--- src/rtl/fifo_read_port.sv ---
// Read side of an async FIFO: Gray/binary read pointer, empty flag, word count,
// and a 2-entry registered output stage that presents a valid/ready stream.
module fifo_read_port #(
  parameter int unsigned DATASIZE = 128,
  parameter int unsigned ADDRSIZE = 4
) (
  input  logic                rclk,
  input  logic                rrst,
  input  logic [ADDRSIZE:0]   rq2_wptr,
  input  logic [DATASIZE-1:0] rdata_mem,
  output logic [ADDRSIZE-1:0] raddr,
  output logic [ADDRSIZE:0]   rptr,
  output logic                rempty,
  output logic [ADDRSIZE:0]   rwords,
  output logic [DATASIZE-1:0] dout,
  output logic                dout_valid,
  input  logic                dout_ready
);

  localparam int unsigned PW = ADDRSIZE + 1;

  logic [PW-1:0]       rbin;
  logic [PW-1:0]       rbinnext;
  logic [PW-1:0]       rgraynext;
  logic [PW-1:0]       wbin_c;
  logic [1:0]          count;
  logic [1:0]          count_next;
  logic [DATASIZE-1:0] stage1;
  logic                fetch_c;
  logic                pop_c;

  assign raddr = rbin[ADDRSIZE-1:0];

  // Bit i of the binary value is the XOR of all Gray bits at or above i.
  always_comb begin
    wbin_c = '0;
    for (int unsigned i = 0; i < PW; i++) begin
      wbin_c[i] = ^(rq2_wptr >> i);
    end
  end

  // Fetch decision looks only at registered state, so a pop never frees a slot the same cycle.
  always_comb begin
    fetch_c    = !rempty && (count != 2'd2);
    pop_c      = dout_valid && dout_ready;
    rbinnext   = rbin + PW'(fetch_c);
    rgraynext  = (rbinnext >> 1) ^ rbinnext;
    count_next = count + 2'(fetch_c) - 2'(pop_c);
  end

  always_ff @(posedge rclk) begin
    if (rrst) begin
      rbin       <= '0;
      rptr       <= '0;
      // Pointer restarts at zero, so emptiness follows the write pointer directly.
      rempty     <= (rq2_wptr == '0);
      rwords     <= '0;
      count      <= 2'd0;
      dout_valid <= 1'b0;
      dout       <= '0;
      stage1     <= '0;
    end else begin
      rbin       <= rbinnext;
      rptr       <= rgraynext;
      rempty     <= (rgraynext == rq2_wptr);
      rwords     <= wbin_c - rbinnext;
      count      <= count_next;
      dout_valid <= (count_next != 2'd0);
      if (pop_c) begin
        if (fetch_c && (count == 2'd1)) begin
          dout <= rdata_mem;
        end else begin
          dout <= stage1;
        end
      end else if (fetch_c) begin
        if (count == 2'd0) begin
          dout <= rdata_mem;
        end else begin
          stage1 <= rdata_mem;
        end
      end
    end
  end

endmodule

--- config.mk ---
export PLATFORM = sky130hd
export DESIGN_NAME = fifo_read_port
export DESIGN_NICKNAME = d
export VERILOG_FILES = /design/src/rtl/fifo_read_port.sv
export SDC_FILE = /design/constraint.sdc
export NUM_CORES = 1
export LEC_CHECK = 0
export ABC_AREA = 1
export CAP_MARGIN = 40
export CORE_AREA = 8 8 183 185
export DETAILED_ROUTE_END_ITERATION = 8
export DIE_AREA = 0 0 191 193
export MAX_ROUTING_LAYER = met4
export PLACE_DENSITY = 0.63
export SLEW_MARGIN = 20
export SYNTH_ARGS = -nofsm -noshare
export SYNTH_HDL_FRONTEND = slang
export SYNTH_SLANG_ARGS = --single-unit
--- constraint.sdc ---
create_clock -name rclk -period 5.8 [get_ports rclk]
set_clock_uncertainty 0.2 [all_clocks]
set_input_delay 0.87 -clock rclk [delete_from_list [all_inputs] [get_ports rclk]]
set_output_delay 0.87 -clock rclk [all_outputs]
set_load 0.05 [all_outputs]
==> qor.csv <==
metric,value,unit
ANT nets after route,0,
Crit path arrival time,1.93,ns
Avg WL per Cell,15.20,µm
Synth-to-Final Area Change,35.48,%
first-pass GRT wire length,49850,µm
number of I/O pins,280,
worst min path class,reg2reg,
final wirelength,31200,µm
CTS max path bufs,3,
CP Buf/Inv Count,1,
via count,10070,
synth warn,0,
grt total ovfl,0,
Finish-stage setup viols,0,
critical path startpoint category,register,
WS Path Type,reg2out,
initial antenna violation count,0,
hold_buf cts,0,
Final min period,2.998,ns
Comb power frac,0.483,
Placement Rows,65,
Max stage delay on crit path,0.87,ns
Chip Height,193,µm
I/O Buffers,279,
Crit path max-delay family,buffers and inverters,
Worst-Skew Late Latency,0.54,ns
final instance area,15440,µm²
WP depth,1,
slew margin rel.,0.4976,
status,"complete, no violations",
Max-Cap Viols,0,
"Hold Violations, Final",0,
max-slew violation count,0,
P_int,5456,µW
"Clk pin slew, worst setup/hold paths",0.06,ns
Post-synth EDFFs,0,
switching share of power,0.4398,
Clock Power Share,0.204,
Worst setup EP type,output port,
gr usage total,0.1665,
Syn Inst Count,1419,
share of the synthesized area in the top cell type,0.4814,
syn_area_per_cell,8.030,µm²
Slowest cell on crit path,clkdlybuf4s50_1,
CP cell instances,clkdlybuf4s50_1,
Storage cell area,5485,µm²
Post-CTS Setup Bufs,0,
Most used DFF post-synth,dfxtp_1,
RSZ-0062 raised after global routing,false,
largest net degree at the start of global routing,133,
area of the multi-input gates,4333,µm²
CTS tree,built,
syn_nets,1567,
Chip Width,191,µm
drt via density,4.904,
Flop pwr share,0.313,
number of synthesized register bits,274,
CTS sink cnt,274,
Worst R2R Path Depth,9,
Hold WS,0.2511,ns
net switching power,4283,µW
Synth Cell Area,11390,µm²
Fin Setup TNS,0,ns
RD Place Congestion,0.8183,
top-count cell post-synth,inv_1,
crit path max fanout,9,
Placed Area,14320,µm²
share of flip-flops with an asynchronous set or reset,0,
Fillers,2905,
clock root cell,clkbuf_16,
Netlist cell types,26,
Die Area,36860,µm²
Resized Gates After CTS,0,
layout cells sized above 1,0.04543,
CTS buffer count,30,
Yosys top cell by area,dfxtp_1,
post-detail-place hpwl,20220,µm
Worst Hold Depth,2,
core area,30820,µm²
top achievable clock speed,0.3336,GHz
final critical-path share of the clock period,0.5168,
commonest cells in the netlist,"inv_1 (278), dfxtp_1 (274), o211ai_1 (256)",
First DRT Iteration DRCs,555,
Pwr Density,630.9,nW/µm²
NumNets Final,1776,
vias in the first global route,9437,
synth top area cells,"dfxtp_1 (48%), o211ai_1 (17%), inv_1 (9.2%)",
"Req. time, crit path",4.73,ns
Max H-tree Level,1,
Starting Density,0.3697,
Max VDD drop,298.5,µV
Post-route DRC,0,
P_leak,0.006695,µW
"Seq/Total Area, Yosys",0.4814,
1st-pass router iterations,5,
Diodes inserted,0,
Slew @ Worst Pin,0.7519,ns
[cells by family after synthesis]
family | synth area share
compound gates | 0.2882
buf+inv | 0.1397
flops | 0.4814
simple gates | 0.07071
fa+ha+maj | 0.01384
xor+xnor | 0.006148
[per-layer routing]
| layer | track usage | up-vias | share of wire |
|---|---|---|---|
| met2 | 0.2482 | 269 | 0.44 |
| li1 | - | 5170 | - |
| met3 | 0.04658 | 54 | 0.082 |
| met1 | 0.2208 | 4574 | 0.46 |
| met4 | 0.03968 | 0 | 0.019 |
| met5 | - | - | 0 |
[worst register-to-register path, delay by kind of cell (launching register included)]
kind / cells / cell delay (ns)
AO/OA/AOI/OAI: 3 / 0.70
buffers and inverters: 4 / 0.67
AND/OR/NAND/NOR: 1 / 0.61
flip-flops: 1 / 0.35
adder cells (fa/ha/maj): 1 / 0.22
[power groups by stage]
stage          clock (µW)  combinational, µW  sequential, µW
5_1_grt              2140               5150            3140
3_3_place_gp            0               4630            3070
4_1_cts              2060               4720            3060
3_5_place_dp            0               4690            3080
2_1_floorplan           0               2120            4290
6_report             1990               4700            3050
[registers in the layout (all words and copies together), names as in the netlist]
| name | flops |
|---|---|
| dout | 128 |
| stage1 | 128 |
| rbin | 4 |
| count | 2 |
| dout_valid | 1 |
| rptr | 5 |
| rempty | 1 |
| rwords | 5 |
[layout make-up]
cell class	count	area share
sequential	274	0.3553
multi-input combinational	749	0.2807
timing repair buffer	292	0.1939
inverter	281	0.06865
clock buffer	41	0.05852
tap	402	0.03258
clock inverter	14	0.01037
[stage by stage]
step	power, µW	worst slack [ns]	util	instances
after floorplan	6416	2.970	-	1419
after global placement	7703	2.275	0.4645	1996
after detailed placement	7771	2.200	0.4645	1996
after CTS	9828	2.769	0.4990	2051
after global routing	10420	2.690	0.5008	2053
final	9739	2.802	0.5008	2053
[layout by cell type (no fill, tap or decap), types with 2 or more instances in the layout]
cell             count
a21oi_1            135
buf_12               5
buf_16               2
buf_4                6
bufinv_16            3
clkbuf_16           31
clkbuf_8             9
clkdlybuf4s50_1    279
clkinv_2             6
clkinvlp_4           3
dfxtp_1            274
ha_1                11
inv_1              278
inv_2                2
inv_6                2
nand2_1            171
nand3_1             11
nand4_1              5
nor2_1              15
o211ai_1           256
o21ai_0            129
xnor2_1              4
xor2_1               4
[path summary, 6_finish.rpt]
| check | startpoint | end | slack (ns) |
|---|---|---|---|
| setup / recovery | rbin[2] | raddr[2] | 2.80 |
| hold / removal | stage1[38] | stage1[38] | 0.25 |
| setup reg to reg | count[0] | dout[100] | 2.94 |
| hold reg to reg | stage1[38] | stage1[38] | 0.25 |
Note: power is estimated with default switching activity, not from simulation.
